## src/rtl/axis_arb_pkg.sv

```systemverilog
// Shared types and helpers for the AXI-Stream packet arbiters.
package axis_arb_pkg;

    typedef enum logic {ARB_IDLE, ARB_LOCK} arb_state_t;

    // Next index in a ring of n entries.
    function automatic int unsigned next_idx(input int unsigned idx, input int unsigned n);
        return (idx + 1) % n;
    endfunction

endpackage

```

## src/rtl/axis_wrr_pkt_arb_if.sv

```systemverilog
// Bundle of the per-source AXI-Stream inputs and the merged sink output.
interface axis_wrr_pkt_arb_if #(
    parameter int unsigned MASTER_NUM = 4,
    parameter int unsigned DATA_WIDTH = 32,
    parameter int unsigned PTR_WIDTH  = $clog2(MASTER_NUM)
) ();

    logic [MASTER_NUM-1:0]            s_tvalid;
    logic [MASTER_NUM-1:0]            s_tready;
    logic [MASTER_NUM*DATA_WIDTH-1:0] s_tdata;
    logic [MASTER_NUM-1:0]            s_tlast;

    logic                             m_tvalid;
    logic                             m_tready;
    logic [DATA_WIDTH-1:0]            m_tdata;
    logic                             m_tlast;
    logic [PTR_WIDTH-1:0]             m_tuser;

    // Arbiter side: accepts the sources and drives the sink.
    modport master (
        input  s_tvalid, s_tdata, s_tlast, m_tready,
        output s_tready, m_tvalid, m_tdata, m_tlast, m_tuser
    );

    // Environment side: drives the sources and backpressures the sink.
    modport slave (
        output s_tvalid, s_tdata, s_tlast, m_tready,
        input  s_tready, m_tvalid, m_tdata, m_tlast, m_tuser
    );

endinterface

```

## src/rtl/axis_rr_picker.sv

```systemverilog
// Combinational round-robin picker: first set request after base_i, wrapping.
module axis_rr_picker
    import axis_arb_pkg::*;
#(
    parameter int unsigned MASTER_NUM = 4,
    parameter int unsigned PTR_WIDTH  = $clog2(MASTER_NUM)
) (
    input  logic [MASTER_NUM-1:0] req_i,
    input  logic [PTR_WIDTH-1:0]  base_i,
    output logic                  valid_o,
    output logic [PTR_WIDTH-1:0]  idx_o
);

    // Scan base+1 .. base (inclusive, last) and keep the first hit.
    always_comb begin
        int unsigned cand;
        valid_o = 1'b0;
        idx_o   = '0;
        cand    = 32'(base_i);
        for (int unsigned k = 0; k < MASTER_NUM; k++) begin
            cand = next_idx(cand, MASTER_NUM);
            if (!valid_o && req_i[PTR_WIDTH'(cand)]) begin
                valid_o = 1'b1;
                idx_o   = PTR_WIDTH'(cand);
            end
        end
    end

endmodule

```

## src/rtl/axis_wrr_pkt_arb.sv

```systemverilog
// Packet-aware weighted round-robin AXI-Stream arbiter. A grant is held from the
// first beat to tlast; a source may take up to weight packets per turn.
module axis_wrr_pkt_arb
    import axis_arb_pkg::*;
#(
    parameter int unsigned MASTER_NUM   = 4,
    parameter int unsigned DATA_WIDTH   = 32,
    parameter int unsigned WEIGHT_WIDTH = 4
) (
    input  logic                               clk_i,
    input  logic                               rst_i,
    input  logic [MASTER_NUM*WEIGHT_WIDTH-1:0] weight_i,
    axis_wrr_pkt_arb_if.master                 bus_io,
    output logic                               busy_o
);

    localparam int unsigned PTR_WIDTH = $clog2(MASTER_NUM);

    arb_state_t              state_q, state_d;
    logic [PTR_WIDTH-1:0]    sel_q, sel_d;
    logic [WEIGHT_WIDTH-1:0] credit_q, credit_d;

    logic [MASTER_NUM-1:0]   elig;
    logic                    pick_valid;
    logic [PTR_WIDTH-1:0]    pick_idx;
    logic [WEIGHT_WIDTH-1:0] pick_weight;
    logic                    last_hs;

    // A source may compete only if it is requesting and not disabled by a zero weight.
    always_comb begin
        elig = '0;
        for (int unsigned i = 0; i < MASTER_NUM; i++) begin
            elig[i] = bus_io.s_tvalid[i] & (weight_i[i*WEIGHT_WIDTH +: WEIGHT_WIDTH] != '0);
        end
    end

    axis_rr_picker #(
        .MASTER_NUM (MASTER_NUM),
        .PTR_WIDTH  (PTR_WIDTH)
    ) u_picker (
        .req_i   (elig),
        .base_i  (sel_q),
        .valid_o (pick_valid),
        .idx_o   (pick_idx)
    );

    assign pick_weight = weight_i[int'(pick_idx)*WEIGHT_WIDTH +: WEIGHT_WIDTH];
    assign last_hs     = bus_io.s_tvalid[sel_q] & bus_io.m_tready & bus_io.s_tlast[sel_q];

    // Grant decision in IDLE (re-grant on remaining credit, else rotate); release on tlast.
    always_comb begin
        state_d  = state_q;
        sel_d    = sel_q;
        credit_d = credit_q;
        unique case (state_q)
            ARB_IDLE: begin
                if ((credit_q != '0) && elig[sel_q]) begin
                    credit_d = credit_q - WEIGHT_WIDTH'(1);
                    state_d  = ARB_LOCK;
                end else if (pick_valid) begin
                    // Any credit left by the previous owner is dropped here.
                    sel_d    = pick_idx;
                    credit_d = pick_weight - WEIGHT_WIDTH'(1);
                    state_d  = ARB_LOCK;
                end
            end
            ARB_LOCK: begin
                if (last_hs) begin
                    state_d = ARB_IDLE;
                end
            end
            default: state_d = ARB_IDLE;
        endcase
    end

    // Route the granted source to the sink; everything is quiet while idle.
    always_comb begin
        bus_io.s_tready = '0;
        bus_io.m_tvalid = 1'b0;
        bus_io.m_tdata  = '0;
        bus_io.m_tlast  = 1'b0;
        bus_io.m_tuser  = '0;
        if (state_q == ARB_LOCK) begin
            bus_io.s_tready[sel_q] = bus_io.m_tready;
            bus_io.m_tvalid        = bus_io.s_tvalid[sel_q];
            bus_io.m_tdata         = bus_io.s_tdata[int'(sel_q)*DATA_WIDTH +: DATA_WIDTH];
            bus_io.m_tlast         = bus_io.s_tlast[sel_q];
            bus_io.m_tuser         = sel_q;
        end
    end

    assign busy_o = (state_q == ARB_LOCK);

    // State and grant registers; sel resets to the last index so source 0 is scanned first.
    always_ff @(posedge clk_i) begin
        if (rst_i) begin
            state_q  <= ARB_IDLE;
            sel_q    <= PTR_WIDTH'(MASTER_NUM - 1);
            credit_q <= '0;
        end else begin
            state_q  <= state_d;
            sel_q    <= sel_d;
            credit_q <= credit_d;
        end
    end

endmodule
```

## src/flat_wrapper.sv

```systemverilog
// flat-port wrapper written by rule: the top's interface ports become plain ports
module axis_wrr_pkt_arb_flat import axis_arb_pkg::*;
#(
    parameter int unsigned MASTER_NUM   = 4,
    parameter int unsigned DATA_WIDTH   = 32,
    parameter int unsigned WEIGHT_WIDTH = 4
)
  (clk_i, rst_i, weight_i, busy_o, bus_io_s_tvalid, bus_io_s_tdata, bus_io_s_tlast, bus_io_m_tready, bus_io_s_tready, bus_io_m_tvalid, bus_io_m_tdata, bus_io_m_tlast, bus_io_m_tuser);
  axis_wrr_pkt_arb_if #(.MASTER_NUM(MASTER_NUM), .DATA_WIDTH(DATA_WIDTH)) bus_io_i ();
  input  logic clk_i;
  input  logic rst_i;
  input  logic [MASTER_NUM*WEIGHT_WIDTH-1:0] weight_i;
  output logic busy_o;
  input wire logic [$bits(bus_io_i.s_tvalid)-1:0] bus_io_s_tvalid;
  input wire logic [$bits(bus_io_i.s_tdata)-1:0] bus_io_s_tdata;
  input wire logic [$bits(bus_io_i.s_tlast)-1:0] bus_io_s_tlast;
  input wire logic [$bits(bus_io_i.m_tready)-1:0] bus_io_m_tready;
  output wire logic [$bits(bus_io_i.s_tready)-1:0] bus_io_s_tready;
  output wire logic [$bits(bus_io_i.m_tvalid)-1:0] bus_io_m_tvalid;
  output wire logic [$bits(bus_io_i.m_tdata)-1:0] bus_io_m_tdata;
  output wire logic [$bits(bus_io_i.m_tlast)-1:0] bus_io_m_tlast;
  output wire logic [$bits(bus_io_i.m_tuser)-1:0] bus_io_m_tuser;
  assign bus_io_i.s_tvalid = bus_io_s_tvalid;
  assign bus_io_i.s_tdata = bus_io_s_tdata;
  assign bus_io_i.s_tlast = bus_io_s_tlast;
  assign bus_io_i.m_tready = bus_io_m_tready;
  assign bus_io_s_tready = bus_io_i.s_tready;
  assign bus_io_m_tvalid = bus_io_i.m_tvalid;
  assign bus_io_m_tdata = bus_io_i.m_tdata;
  assign bus_io_m_tlast = bus_io_i.m_tlast;
  assign bus_io_m_tuser = bus_io_i.m_tuser;
  axis_wrr_pkt_arb #(.MASTER_NUM(MASTER_NUM), .DATA_WIDTH(DATA_WIDTH), .WEIGHT_WIDTH(WEIGHT_WIDTH)) u_core (.clk_i(clk_i), .rst_i(rst_i), .weight_i(weight_i), .bus_io(bus_io_i), .busy_o(busy_o));
endmodule
```

## config.mk

```make
export PLATFORM = sky130hd
export DESIGN_NAME = axis_wrr_pkt_arb_flat
export DESIGN_NICKNAME = d
export VERILOG_FILES = /design/src/rtl/axis_arb_pkg.sv /design/src/rtl/axis_wrr_pkt_arb_if.sv /design/src/rtl/axis_rr_picker.sv /design/src/rtl/axis_wrr_pkt_arb.sv /design/src/flat_wrapper.sv
export SDC_FILE = /design/constraint.sdc
export NUM_CORES = 1
export LEC_CHECK = 0
export ABC_AREA = 1
export CORE_MARGIN = 10
export CORE_UTILIZATION = 34
export CTS_BUF_LIST = sky130_fd_sc_hd__clkbuf_4
export DETAILED_ROUTE_END_ITERATION = 10
export PLACE_DENSITY = 0.94
export SLEW_MARGIN = 40
export SYNTH_ARGS = -nofsm -noshare
export SYNTH_HDL_FRONTEND = slang
export SYNTH_SLANG_ARGS = --single-unit
```

## constraint.sdc

```tcl
create_clock -name clk_i -period 8.5 [get_ports clk_i]
set_input_delay 0.85 -clock clk_i [delete_from_list [all_inputs] [get_ports clk_i]]
set_output_delay 0.85 -clock clk_i [all_outputs]
set_load 0.05 [all_outputs]
```

==> out/qor.yml, run 1 <==
place_hpwl_um: 9140
multi_input_area_um2: 1720
synthesis.area_um2: 2080
cp.arrival_ns: 3.04
area_growth_pct: 96.0
final_area_um2: 4070
hold_buffers: 0
fin_nets: 766
synthCells: 430
final_max_slew_viol_count: 0
reg2reg_slack_ns: 4.62
status: "complete, no violations"
slew_headroom_pct: 46.3
wl_per_cell_um: 16.5
num_vias: 3476
r2r-end: "u_core.credit_q[2]$_SDFFE_PP0P_"
port_buffers: 195
worst_pin_slew_ns: 0.806
vias_per_cell: 5.11
firstDrtPassIters: 4
antenna_cells: 0
synth_compound_area_share_pct: 29.1
synth_seq_cells: 7
boundaryPins: 196
fin_crit_ns: 3.89
leakagePower_nw: 1.64
core_um2: 5920
grt_max_degree: 80
synthAdderAreaFrac_pct: 3.01
cts.path.max_buffers: 2
tritoncts: "yes"
crit_end: "bus_io_m_tvalid"
synth.avg_cell_area_um2: 4.83
ir_drop_mv: 0.301
yosysSeqAreaShare_pct: 6.75
synth_top_family_by_area: "simple AND/OR/NAND/NOR gates"
crit_path_max_fanout: 79
cts_resized: 0
die_h_um: 98.1
cts_buffers: 3
layout_commonest_cell: "clkdlybuf4s50_1"
rows: 28
synthSimpleGateAreaFrac_pct: 50.2
startpoint_type: "flip-flop"
drive_gt1_share_pct: 4.46
grtUsageTotal_pct: 21.4
die-area_um2: 9630
crit_start: "u_core.sel_q[0]$_SDFFE_PP1P_"
cap_viol_max_count: 0
fillers: 530
period_share_pct: 45.7
clkSinkCount: 7
grt_pass1_wl_um: 17400
synth_xor_area_share_pct: 0.784
grt.overflow.total: 0
grt_antenna_before_repair: 0
worst_r2r_path_depth: 20
pwr_density_cell_nw_per_um2: 370
gp_congestion: 0.903
post_cts_buffers: 0
clk_latency_ns: 0.26
htree_levels: 1
crit_type: "flip-flop to output pin"
initial_utilization_pct: 35.1
regArea_um2: 141
hold_viol: 0
clk_pin_slew_worst_paths_ns: 0.06
hp-class: "flip-flop to flip-flop"
synthMuxAreaShare_pct: 0
ys_types: 30
drc: 0
yosysWarnings: 0
setup_viol: 0
ant_nets: 0
p_total_mw: 1.51
syn-num-nets: 590
placed_cell_area_um2: 4040
drtIter0Drc: 119
fmax_mhz: 257
grt_pass1_vias: 3465
fin_setup_tns_ns: 0
crit_required_ns: 7.65
reg2reg_from: "u_core.sel_q[0]$_SDFFE_PP1P_"
crit_path_end_kind: "output pin"
wirelength_um: 11200
cts_root_buf: "clkbuf_4"
rsz0062_at_grt: "false"
final_cell_mix: "195 x clkdlybuf4s50_1, 147 x nor2_1, 71 x o21ai_0"
clock-skew-final_ns: 0.00821
dieWidth_um: 98.1
[area by class of cell]
type                            count  share of cell area (%)
Timing Repair Buffer              198                    48.5
Multi-Input combinational cell    369                    42.4
Sequential cell                     7                    3.48
Inverter                           27                    2.55
Tap cell                           75                    2.31
Clock buffer                        4                   0.738
[metal layers]
metal	wire, µm	part of all wire [%]	up-vias	GRT usage, %
met5	0	0	-	0
met3	1210	11	26	10.1
met4	343	3.1	0	5.51
met1	4280	38	1540	21.6
li1	-	-	1756	-
met2	5410	48	154	38.8
[cell usage after synthesis, drive strengths merged]
master,n,area (µm²)
ha,5,62.6
dfxtp,7,140
clkinv,2,7.51
a221oi,1,8.76
nand3,32,170
nor2,148,563
a32o,1,10.0
a21oi,40,204
clkbuf,17,63.8
inv,25,93.8
buf,10,46.3
and3,1,6.26
o21ai,74,374
nand3b,2,15.0
nand4,4,31.3
xor2,1,16.3
a211oi,1,7.51
nand2,59,255
[where the power goes]
group	internal, mW	switching, mW
Sequential	0.0479	0.00731
Combinational	0.483	0.934
Clock	0.0212	0.0136
[cells by family (layout without fill, tap and decap cells)]
kind of cell	Yosys count	count (layout)
xor gates and xnor gates	1	1
and+or+nand+nor	246	246
buffers and inverters	54	229
DFF	7	7
AOI/OAI and AO/OA	117	117
adders and majority gates	5	5
[through the flow]
stage / instances / setup WS, ns / hold slack, ns / utilization [%]
4_1_cts: 680 / 4.61 / 0.542 / 68.7
5_1_grt: 680 / 4.26 / 0.583 / 68.7
6_report: 680 / 4.61 / 0.545 / 68.7
3_3_place_gp: 676 / 4.52 / 0.520 / 68.2
3_5_place_dp: 676 / 4.65 / 0.529 / 68.2
2_1_floorplan: 430 / 5.35 / 0.494 / -
[critical path, cell delays in order, from the launching register on]
cell	delay (ns)
dfxtp_2	0.31
buf_4	0.33
inv_4	0.61
nand2_1	0.10
a221oi_1	0.47
clkdlybuf4s50_1	0.89
[worst min path at each step]
stage / slack (ns) / to / from / depth (start not counted)
floorplan: 0.49 / u_core.credit_q[2]$_SDFFE_PP0P_ / u_core.credit_q[2]$_SDFFE_PP0P_ / 2
global placement: 0.52 / u_core.credit_q[2]$_SDFFE_PP0P_ / u_core.credit_q[2]$_SDFFE_PP0P_ / 2
detailed placement: 0.53 / u_core.credit_q[2]$_SDFFE_PP0P_ / u_core.credit_q[2]$_SDFFE_PP0P_ / 2
CTS: 0.54 / u_core.credit_q[2]$_SDFFE_PP0P_ / u_core.credit_q[2]$_SDFFE_PP0P_ / 2
global route: 0.58 / u_core.credit_q[2]$_SDFFE_PP0P_ / u_core.credit_q[2]$_SDFFE_PP0P_ / 2
finish: 0.54 / u_core.credit_q[2]$_SDFFE_PP0P_ / u_core.credit_q[2]$_SDFFE_PP0P_ / 2
[registers in the layout (all words and copies together), names as in the netlist]
name	cells
u_core.credit_q	4
u_core.busy_o	1
u_core.sel_q	2
No activity file was read; power rests on OpenSTA's default activity.
==> inputs of run 2 (changes only) <==
--- a/config.mk
+++ b/config.mk
@@ -7,10 +7,10 @@
 export LEC_CHECK = 0
 export ABC_AREA = 1
 export CORE_MARGIN = 10
-export CORE_UTILIZATION = 34
+export CORE_UTILIZATION = 32
 export CTS_BUF_LIST = sky130_fd_sc_hd__clkbuf_4
 export DETAILED_ROUTE_END_ITERATION = 10
-export PLACE_DENSITY = 0.94
+export PLACE_DENSITY = 0.9
 export SLEW_MARGIN = 40
 export SYNTH_ARGS = -nofsm -noshare
 export SYNTH_HDL_FRONTEND = slang
==> constraint.sdc (replaced) <==
create_clock -name clk_i -period 3.9 [get_ports clk_i]
set_input_delay 0.39 -clock clk_i [delete_from_list [all_inputs] [get_ports clk_i]]
set_output_delay 0.39 -clock clk_i [all_outputs]
set_load 0.05 [all_outputs]
==> run 2 against run 1 <==
  * Cell area down 1.7%
  * Sequential share of layout area up 0.059 points
  * Worst hold slack got worse by 0.0039 ns
  * Die area rose by 5.0%
  * Clock skew shrank 0.0020 ns
  * Final cell count increased by 0.59%
  * Clock-buffer cell count is the same
  * Global-route usage is 0.95 points lower
  * Core utilization down 5.3 points
  * Critical endpoint unchanged
  * Power increased by 120%
==> out/qor.yml, run 2 (synthesis gave the netlist of run 1 again) <==
clk_pin_slew_worst_paths_ns: 0.06
place_ws_ns: 0.998
cts.path.max_buffers: 2
ir_drop_mv: 0.582
crit_path_end_kind: "output pin"
wl_per_cell_um: 16.4
top_register: "u_core.credit_q"
ant_nets: 0
fillers: 581
crit_type: "flip-flop to output pin"
reg2reg_from: "u_core.sel_q[0]$_SDFFE_PP1P_"
slowest_delay_ns: 0.90
area_growth_pct: 92.7
status: "complete, no violations"
drtIter0Drc: 150
cp.arrival_ns: 2.74
largest_reg_flops: 4
grt_antenna_before_repair: 0
clk_latency_ns: 0.26
rows: 29
core_um2: 6310
startpoint_type: "flip-flop"
combinationalPowerShare_pct: 94.0
final_area_um2: 4000
cts_resized: 0
hold_buffers: 0
post_cts_buffers: 0
hold_viol: 0
fmax_mhz: 319
crit_required_ns: 3.51
pwr-share-clk_pct: 2.3
fin_crit_ns: 3.13
fin_nets: 768
seq_power_share_pct: 3.8
hold-worst-slack_ns: 0.541
final_max_slew_viol_count: 0
grt.overflow.total: 0
gp_congestion: 1.02
pwr_density_cell_nw_per_um2: 823
worst_pin_slew_ns: 0.801
cts_root_buf: "clkbuf_4"
grt_pass1_vias: 3408
p_int_mw: 1.16
crit_start: "u_core.sel_q[0]$_SDFFE_PP1P_"
boundaryPins: 196
grt_max_degree: 79
p_sw_mw: 2.13
dieWidth_um: 101
wirelength_um: 11200
grtUsageTotal_pct: 20.5
placed_cell_area_um2: 3970
place_hpwl_um: 9120
die_h_um: 101
drc: 0
crit_buf_inv: 2
cap_viol_max_count: 0
leakagePower_nw: 1.71
clock-skew-final_ns: 0.00622
setup_viol: 0
clkSinkCount: 7
vias_per_cell: 5.10
crit_slowest_cell: "clkdlybuf4s50_1"
tritoncts: "yes"
path_delay_family: "buffers and inverters"
cts_buffers: 3
hp-class: "flip-flop to flip-flop"
drive_gt1_share_pct: 10.2
port_buffers: 195
initial_utilization_pct: 32.9
swShare_pct: 64.7
htree_levels: 1
hold_start: "u_core.credit_q[2]$_SDFFE_PP0P_"
grt_pass1_wl_um: 17300
layout_commonest_cell: "clkdlybuf4s50_1"
crit_path_cell_trace: "buf_4 > a21oi_1 > a221oi_1 > clkdlybuf4s50_1"
fin_setup_tns_ns: 0
num_vias: 3490
die-area_um2: 10100
rsz0062_at_grt: "false"
firstDrtPassIters: 5
crit_path_max_fanout: 78
period_share_pct: 80.3
final_cell_mix: "162 x clkdlybuf4s50_1, 147 x nor2_1, 71 x o21ai_0"
utilization_pct: 63.4
antenna_cells: 0
slew_headroom_pct: 46.6
fin_ws_ns: 0.770
run 2: cell types whose count changed in the layout (fill, tap and decap cells not counted), sizes merged:
cell | before | now
clkdlybuf4s50 | 195 | 162
buf | 3 | 38
run 2: power by group through the flow:
stage	clock network, mW	registers (mW)	logic [mW]
floorplan	0	0.136	2.25
global placement	0	0.124	3.04
detailed placement	0	0.126	3.09
CTS	0.0763	0.124	3.09
global route	0.0825	0.129	3.40
finish	0.0743	0.125	3.09
run 2: path summary, 6_finish.rpt:
| kind | slack, ns | end | cells past startpoint |
|---|---|---|---|
| max | 0.77 | bus_io_m_tvalid | 4 |
| min | 0.54 | u_core.credit_q[2]$_SDFFE_PP0P_ | 2 |
| max reg2reg | 1.01 | u_core.credit_q[2]$_SDFFE_PP0P_ | 19 |
| min reg2reg | 0.54 | u_core.credit_q[2]$_SDFFE_PP0P_ | 2 |
run 2: layer usage:
layer	track usage [%]	vias up	share of wire (%)
met4	4.46	0	1.8
li1	-	1764	-
met5	0	-	0
met3	8.23	12	11
met2	37.6	169	51
met1	21.3	1545	36
run 2: worst register-to-register path, delay by kind of cell, from the launching register on:
family / cells / cell delay [ns]
flops: 1 / 0.32
buf+inv: 2 / 0.33
simple gates: 14 / 1.24
xor+xnor: 1 / 0.26
fa+ha+maj: 2 / 0.64
run 2: per-stage QoR:
step                      cells  power, mW
after floorplan             430       2.38
after global placement      680       3.16
after detailed placement    680       3.22
after CTS                   684       3.29
after global routing        684       3.61
final                       684       3.29
run 2: final cells by class:
type                            instances  area (µm²)  area share [%]
Inverter                               27         101            2.53
Tap cell                               77        96.3            2.41
Sequential cell                         7         141            3.53
Clock buffer                            4        30.0           0.751
Multi-Input combinational cell        369        1720            43.1
Timing Repair Buffer                  200        1910            47.7
